--- src/rtl/ledmatrix_pkg.sv ---
// Shared types and helpers for the LED matrix capture block.
// Latency: n/a (types and a pure combinational function only).
// Backpressure: n/a.
//   cap_state_t   : capture FSM states
//   row_dec_t     : {valid, idx} result of one-hot row decoding
//   frame_t       : [row][col] 8x8 image, active-high pixel on
//   onehot_to_row : one-hot rowdata -> row index, bit7 maps to row 0
package ledmatrix_pkg;

  localparam int ROWS = 8;
  localparam int COLS = 8;

  typedef enum logic {
    IDLE    = 1'b0,
    CAPTURE = 1'b1
  } cap_state_t;

  typedef struct packed {
    logic       valid;
    logic [2:0] idx;
  } row_dec_t;

  typedef logic [ROWS-1:0][COLS-1:0] frame_t;

  // The driver's 3-to-8 decoder puts row 0 on bit 7, so the index is
  // mirrored relative to the bit position. valid is high only when exactly
  // one bit is set; idx is meaningless otherwise.
  function automatic row_dec_t onehot_to_row(input logic [7:0] onehot);
    row_dec_t   r;
    logic [3:0] ones;
    r.valid = 1'b0;
    r.idx   = 3'd0;
    ones    = 4'd0;
    for (int i = 0; i < 8; i++) begin
      if (onehot[i]) begin
        r.idx = 3'(7 - i);
        ones  = ones + 4'd1;
      end
    end
    r.valid = (ones == 4'd1);
    return r;
  endfunction

endpackage

--- src/rtl/ledmatrix_capture_row_decode.sv ---
// One-hot row select decoder for the LED matrix capture block.
// Latency: purely combinational, zero cycles.
// Backpressure: none.
//   i_rowdata [7:0] : one-hot row select, bit7 = row 0
//   o_valid         : exactly one bit of i_rowdata is set
//   o_idx     [2:0] : decoded row index (valid only when o_valid)
module ledmatrix_row_decode
  import ledmatrix_pkg::*;
(
  input  logic [7:0] i_rowdata,
  output logic       o_valid,
  output logic [2:0] o_idx
);

  row_dec_t w_dec;

  assign w_dec   = onehot_to_row(i_rowdata);
  assign o_valid = w_dec.valid;
  assign o_idx   = w_dec.idx;

endmodule

--- src/rtl/ledmatrix_capture.sv ---
// Receive end of the 8x8 LED matrix row/column shift interface: rebuilds
// each scanned frame in a work buffer and publishes it on completion of row 7.
// Latency: strobe at cycle N -> work row / frame / frame_valid updated at N+1.
// Backpressure: none; the driver free-runs, i_en = 0 freezes all state.
// Ports:
//   i_clk, i_rst          : clock, synchronous active-high reset
//   i_en                  : clock enable, strobes ignored while low
//   i_rowdata  [7:0]      : one-hot row select, bit7 = row 0
//   i_coldata  [7:0]      : active-low column data for the selected row
//   i_shiftrow, i_shiftcol: shift strobes, must coincide to form a sample
//   o_frame    [7:0][7:0] : last complete frame, [row][col], 1 = pixel on
//   o_frame_valid         : one-cycle pulse when o_frame is updated
//   o_row_err             : sticky, non-one-hot rowdata on a strobe
//   o_sync_err            : sticky, lone shift strobe or row out of sequence
//   o_gap_err             : sticky, accepted strobes closer than MIN_GAP
//   o_stalled             : no strobe for TIMEOUT cycles
//   o_frame_count [15:0]  : frames published since reset (only with
//                           LEDMATRIX_CAPTURE_STATS_EN defined)
module ledmatrix_capture
  import ledmatrix_pkg::*;
#(
  parameter logic [15:0] MIN_GAP = 16'd10000,
  parameter logic [23:0] TIMEOUT = 24'd200000
) (
  input  logic                       i_clk,
  input  logic                       i_rst,
  input  logic                       i_en,
  input  logic [7:0]                 i_rowdata,
  input  logic [7:0]                 i_coldata,
  input  logic                       i_shiftrow,
  input  logic                       i_shiftcol,
  output logic [ROWS-1:0][COLS-1:0]  o_frame,
  output logic                       o_frame_valid,
  output logic                       o_row_err,
  output logic                       o_sync_err,
  output logic                       o_gap_err,
`ifdef LEDMATRIX_CAPTURE_STATS_EN
  output logic [15:0]                o_frame_count,
`endif
  output logic                       o_stalled
);

  // ---------------------------------------------------------------------
  // Strobe qualification and row decode
  // ---------------------------------------------------------------------
  logic       w_strobe;
  logic       w_lone_strobe;
  logic       w_row_vld;
  logic [2:0] w_row_idx;
  logic       w_accept;

  assign w_strobe      = i_en & i_shiftrow & i_shiftcol;
  assign w_lone_strobe = i_en & (i_shiftrow ^ i_shiftcol);

  ledmatrix_row_decode u_row_decode (
    .i_rowdata (i_rowdata),
    .o_valid   (w_row_vld),
    .o_idx     (w_row_idx)
  );

  // A strobe with a malformed row select is a strobe for timeout purposes,
  // but carries no usable sample, so it neither advances the FSM nor
  // restarts the gap measurement.
  assign w_accept = w_strobe & w_row_vld;

  // ---------------------------------------------------------------------
  // Registers
  // ---------------------------------------------------------------------
  cap_state_t r_state;
  logic [2:0] r_exp;
  frame_t     r_work;
  frame_t     r_frame;
  logic       r_frame_valid;
  logic       r_row_err;
  logic       r_sync_err;
  logic       r_gap_err;
  logic [15:0] r_gap_cnt;
  logic       r_gap_armed;
  logic [23:0] r_to_cnt;

  // Stalled is decoded straight from the saturated timeout counter so it
  // rises the cycle the count reaches TIMEOUT and falls right after the
  // next strobe clears the counter.
  logic w_stalled;
  assign w_stalled = (r_to_cnt == TIMEOUT);

  // ---------------------------------------------------------------------
  // Capture FSM: next state / datapath controls
  // ---------------------------------------------------------------------
  cap_state_t w_state_eff;
  cap_state_t w_state_nxt;
  logic [2:0] w_exp_nxt;
  logic       w_store;
  logic       w_complete;
  logic       w_seq_err;

  // A stall forces IDLE; treating the state as IDLE in the same cycle lets
  // a strobe that coincides with the stall be judged as a fresh start.
  assign w_state_eff = w_stalled ? IDLE : r_state;

  always_comb begin
    w_state_nxt = w_state_eff;
    w_exp_nxt   = r_exp;
    w_store     = 1'b0;
    w_complete  = 1'b0;
    w_seq_err   = 1'b0;
    if (w_accept) begin
      case (w_state_eff)
        IDLE: begin
          // Only row 0 can open a frame; other rows are quietly skipped
          // until the scan wraps around.
          if (w_row_idx == 3'd0) begin
            w_store     = 1'b1;
            w_exp_nxt   = 3'd1;
            w_state_nxt = CAPTURE;
          end
        end
        CAPTURE: begin
          if (w_row_idx == r_exp) begin
            w_store = 1'b1;
            if (r_exp == 3'd7) begin
              w_complete  = 1'b1;
              w_exp_nxt   = 3'd0;
              w_state_nxt = IDLE;
            end else begin
              w_exp_nxt = r_exp + 3'd1;
            end
          end else begin
            w_seq_err = 1'b1;
            if (w_row_idx == 3'd0) begin
              // Driver restarted its scan: resynchronise on this row 0.
              w_store   = 1'b1;
              w_exp_nxt = 3'd1;
            end else begin
              w_state_nxt = IDLE;
            end
          end
        end
        default: begin
          w_state_nxt = IDLE;
        end
      endcase
    end
  end

  always_ff @(posedge i_clk) begin
    if (i_rst) begin
      r_state <= IDLE;
      r_exp   <= 3'd0;
    end else if (i_en) begin
      r_state <= w_state_nxt;
      r_exp   <= w_exp_nxt;
    end
  end

  // ---------------------------------------------------------------------
  // Work buffer, published frame and completion pulse
  // ---------------------------------------------------------------------
  always_ff @(posedge i_clk) begin
    if (i_rst) begin
      r_work        <= '0;
      r_frame       <= '0;
      r_frame_valid <= 1'b0;
    end else begin
      r_frame_valid <= 1'b0;
      if (i_en) begin
        if (w_store) begin
          r_work[w_row_idx] <= ~i_coldata;
        end
        if (w_complete) begin
          // Row 7 lands in the work buffer on this same edge, so it is
          // merged from the live column data rather than read back.
          r_frame         <= r_work;
          r_frame[ROWS-1] <= ~i_coldata;
          r_frame_valid   <= 1'b1;
        end
      end
    end
  end

  // ---------------------------------------------------------------------
  // Sticky error flags
  // ---------------------------------------------------------------------
  logic w_gap_viol;
  assign w_gap_viol = w_accept & r_gap_armed & ~w_stalled & (r_gap_cnt < MIN_GAP);

  always_ff @(posedge i_clk) begin
    if (i_rst) begin
      r_row_err  <= 1'b0;
      r_sync_err <= 1'b0;
      r_gap_err  <= 1'b0;
    end else begin
      if (w_strobe && !w_row_vld) begin
        r_row_err <= 1'b1;
      end
      if (w_lone_strobe || (i_en && w_seq_err)) begin
        r_sync_err <= 1'b1;
      end
      if (w_gap_viol) begin
        r_gap_err <= 1'b1;
      end
    end
  end

  // ---------------------------------------------------------------------
  // Gap and timeout counters
  // ---------------------------------------------------------------------
  // r_gap_armed is clear until the first accepted strobe after reset or
  // after a stall, which exempts that strobe from the spacing check.
  always_ff @(posedge i_clk) begin
    if (i_rst) begin
      r_gap_cnt   <= 16'd0;
      r_gap_armed <= 1'b0;
      r_to_cnt    <= 24'd0;
    end else if (i_en) begin
      if (w_accept) begin
        r_gap_cnt   <= 16'd0;
        r_gap_armed <= 1'b1;
      end else begin
        if (r_gap_cnt < MIN_GAP) begin
          r_gap_cnt <= r_gap_cnt + 16'd1;
        end
        if (w_stalled) begin
          r_gap_armed <= 1'b0;
        end
      end
      if (w_strobe) begin
        r_to_cnt <= 24'd0;
      end else if (r_to_cnt < TIMEOUT) begin
        r_to_cnt <= r_to_cnt + 24'd1;
      end
    end
  end

`ifdef LEDMATRIX_CAPTURE_STATS_EN
  // ---------------------------------------------------------------------
  // Published-frame counter, wraps naturally at 16 bits
  // ---------------------------------------------------------------------
  logic [15:0] r_frame_count;

  always_ff @(posedge i_clk) begin
    if (i_rst) begin
      r_frame_count <= 16'd0;
    end else if (i_en && w_complete) begin
      r_frame_count <= r_frame_count + 16'd1;
    end
  end

  assign o_frame_count = r_frame_count;
`endif

  assign o_frame       = r_frame;
  assign o_frame_valid = r_frame_valid;
  assign o_row_err     = r_row_err;
  assign o_sync_err    = r_sync_err;
  assign o_gap_err     = r_gap_err;
  assign o_stalled     = w_stalled;

endmodule

--- config.mk ---
export PLATFORM = sky130hd
export DESIGN_NAME = ledmatrix_capture
export DESIGN_NICKNAME = d
export VERILOG_FILES = /design/src/rtl/ledmatrix_pkg.sv /design/src/rtl/ledmatrix_capture_row_decode.sv /design/src/rtl/ledmatrix_capture.sv
export SDC_FILE = /design/constraint.sdc
export NUM_CORES = 1
export LEC_CHECK = 0
export BUFFER_PORTS_ARGS = -buffer_cell sky130_fd_sc_hd__buf_2
export CORE_ASPECT_RATIO = 0.8
export CORE_MARGIN = 1
export CORE_UTILIZATION = 57
export DETAILED_ROUTE_END_ITERATION = 10
export PLACE_DENSITY = 0.83
export REMOVE_ABC_BUFFERS = 1
export SLEW_MARGIN = 20
export SYNTH_ARGS = -nofsm -noshare
export SYNTH_HDL_FRONTEND = slang
export SYNTH_SLANG_ARGS = --single-unit
export TNS_END_PERCENT = 1
--- constraint.sdc ---
create_clock -name i_clk -period 6.5 [get_ports i_clk]
set_input_delay 0.325 -clock i_clk [delete_from_list [all_inputs] [get_ports i_clk]]
set_output_delay 0.325 -clock i_clk [all_outputs]
set_load 0.005 [all_outputs]
==> flow_summary.yaml <==
status:
  outcome: "finished, final reports clean"
power:
  intPower_mw: 1.63
  peakVddDrop_v: 0.000207
  pwr-share-clk_pct: 44.1
  p_switching_mw: 0.612
  seqPwrFrac_pct: 46.6
  swShare_pct: 27.3
  power.leakage_nw: 3.89
  powerDensity_nw_per_um2: 263
  p_comb_share_pct: 9.4
die:
  start_util_pct: 59.9
  die_y_um: 104
  dieArea_um2: 13500
  placement_rows: 36
  io_pins: 90
  die_x_um: 130
  core-area_um2: 12400
cells_and_area:
  multi_input_area_um2: 3770
  antenna_cells: 0
  design_area_um2: 8520
  syn_to_final_growth_pct: 14.5
  fillers: 936
  nets: 881
  final-seq-area_um2: 3380
  drive_gt1_share_pct: 17.1
timing:
  rsz0062_at_grt: "false"
  final-setup-viol-count: 0
  tightest_slew_ps: 810
  finalSetupTns_ps: 0
  maxSlewViolCount: 0
  hold_viol_final: 0
  fin_skew_ps: 11.8
  fmax_mhz: 194
  finalCritPeriodShare_pct: 79.1
  slew_headroom_pct: 45.6
  period_minus_slack_ps: 5140
cts:
  clock_latency_ps: 430
  clock_path_buffers: 2
  post_cts_buffers: 0
  cts_tree: "done"
  holdBufCountCts: 0
  cts_root_buffer: "clkbuf_16"
  htree_num_levels: 4
  clk_pin_slew_ps: 70
  ctsResizeCount: 0
  numCtsBuffers: 17
  cts.sinks: 169
synthesis:
  syn_area_per_cell_um2: 9.54
  synth_cells: 780
  syn_area_um2: 7440
  synth-async-reset-ratio_pct: 0
  synth_seq_cells: 169
  yosys_warnings: 0
  synth.distinct_cells: 61
  ys_seq_area_share_pct: 45.5
  synth_edf_count: 0
  synth_flop_cell: "dfxtp_1"
grt:
  first_global_vias: 5360
  grt-ovfl-total: 0
  grt_pass1_wl_um: 26200
  grt_max_degree: 67
  antenna_found_initial: 0
  grt_use_total_pct: 24.5
place:
  port_buffers: 89
  placed_cell_area_um2: 7910
  place_hpwl_um: 10300
  place_congestion: 0.848
detailed_routing:
  ant_nets: 0
  wl_per_cell_um: 15.6
  drt_iter0_markers: 419
  via_per_inst: 5.62
  drt_pass1_iterations: 5
  drt-total-wl_um: 16100
  drcViolationCount: 0
  num_vias: 5798
worst_setup_path:
  cp-end-kind: "flop"
  slowest_delay_ps: 780
  arrival_ps: 5490
  crit_top_cell: "ha_1"
  cp-start-kind: "input port"
  slowest_stage: "or4_4"
  path_class: "in2reg"
  path_max_fanout: 44
  critPathRequiredTime_ps: 6850
flow_run:
  maxCapViolCount: 0
hold_path:
  worstHoldPathType: "in2reg"
==> stage by stage <==
step | instances | worst slack (ps) | power, mW | hold WS (ps) | util (%)
5_1_grt | 1031 | 980 | 2.31 | 269 | 68.5
4_1_cts | 1030 | 1330 | 2.25 | 259 | 68.3
3_3_place_gp | 998 | 1120 | 1.27 | 444 | 63.6
2_1_floorplan | 735 | 238 | 1.22 | 394 | -
3_5_place_dp | 998 | 926 | 1.28 | 448 | 63.6
6_report | 1031 | 1360 | 2.24 | 267 | 68.5
==> registers in the layout (all words and copies together), names as in the netlist <==
name,count
o_gap_err,1
o_row_err,1
o_frame_valid,1
o_frame,64
r_gap_armed,1
r_to_cnt,24
r_state,1
o_sync_err,1
r_gap_cnt,16
r_exp,3
r_work,56
==> Yosys cell counts, drive strengths merged, types with 3 or more instances <==
cell type  count  area [um^2]
and2           6         37.5
nand3         12         60.1
and4           5         43.8
o211ai         3         36.3
xor2          14          141
dfxtp        169         3380
nor4b          3         26.3
nor2          42          158
xnor2         21          184
and3          13         81.3
nand2b         3         18.8
clkbuf        27          101
buf           18          116
a21oi         17         85.1
mux2i        123         1230
nor3           9         45.0
ha            13          163
or2            8         50.1
nor4          12          135
inv           19         71.3
nand2        158          593
o21ai         14         70.1
a211o          3         26.3
a31oi          5         31.3
or3           12         75.1
nor2b          4         25.0
nand4         11         68.8
xnor3          3         68.8
==> cell type report <==
class                   count  area share (%)
inverters                  19           0.852
repair buffers             93            5.81
clock buffers              17            4.99
well taps                 171            2.51
multi-input cells         547            44.3
clock inverters            15            1.85
flip-flops and latches    169            39.7
==> critical path: cells and delay by family <==
kind / cells / cell delay (ps)
compound gates: 3 / 500
xor+xnor: 3 / 680
fa+ha+maj: 6 / 1710
buf+inv: 5 / 600
mux: 2 / 410
simple gates: 6 / 1240
==> cells by family (layout without fill, tap and decap cells) <==
kind of cell | count (synthesis) | after routing | synth area share, %
AO/OA/AOI/OAI | 67 | 67 | 6.68
XOR/XNOR | 38 | 38 | 5.30
adder cells (fa/ha/maj) | 13 | 13 | 2.19
buffers and inverters | 64 | 144 | 3.88
flip-flops | 169 | 169 | 45.5
multiplexers | 123 | 123 | 16.5
AND/OR/NAND/NOR | 306 | 306 | 19.9
==> worst paths after layout <==
check                                start                  endpoint  slack [ps]  cells past startpoint
setup / recovery              i_rowdata[0]   o_frame[3]$_SDFFE_PP0P_        1360                     25
hold / removal                        i_en   o_sync_err$_SDFFE_PP0P_         270                      3
setup reg to reg  r_to_cnt[0]$_SDFFE_PP0P_   o_frame[3]$_SDFFE_PP0P_        3520                     11
hold reg to reg   o_frame[32]$_SDFFE_PP0P_  o_frame[32]$_SDFFE_PP0P_         460                      2
==> layout by cell type, fill, tap and decap left out, types with 3 or more instances in the layout <==
cell | netlist | routed
or2_2 | 8 | 8
nand4_1 | 11 | 11
nand2_1 | 158 | 158
and3_1 | 13 | 13
mux2i_1 | 123 | 123
nor3_1 | 9 | 9
nor4_4 | 4 | 4
nor2_1 | 42 | 42
nand3_1 | 12 | 12
nor4b_1 | 3 | 3
nor2b_1 | 4 | 4
o21ai_0 | 12 | 12
inv_1 | 18 | 17
nor4_1 | 8 | 8
nand2b_1 | 3 | 3
and4_1 | 5 | 5
dfxtp_1 | 169 | 169
and2_1 | 6 | 6
buf_2 | 3 | 89
xor2_1 | 13 | 13
inv_8 | 0 | 7
ha_1 | 13 | 13
xnor2_1 | 21 | 21
a31oi_1 | 5 | 5
buf_4 | 0 | 3
a211o_1 | 3 | 3
clkbuf_16 | 0 | 17
or3_1 | 12 | 12
a21oi_1 | 17 | 17
==> power groups by stage <==
stage                     clock network, mW  registers (mW)  logic, mW
after detailed placement                  0            1.07      0.206
after floorplan                           0            1.07      0.155
after global placement                    0            1.07      0.202
final                                 0.989            1.05      0.210
after CTS                             0.998            1.05      0.207
after global routing                   1.04            1.05      0.230
==> metal layers <==
layer | part of all wire, % | GRT usage [%] | vias up
li1 | - | - | 2830
met1 | 46 | 32.7 | 2758
met3 | 4.9 | 5.92 | 27
met4 | 1.5 | 8.80 | 0
met2 | 48 | 38.3 | 183
met5 | 0 | 0 | -
No activity file was read; power rests on OpenSTA's default activity.
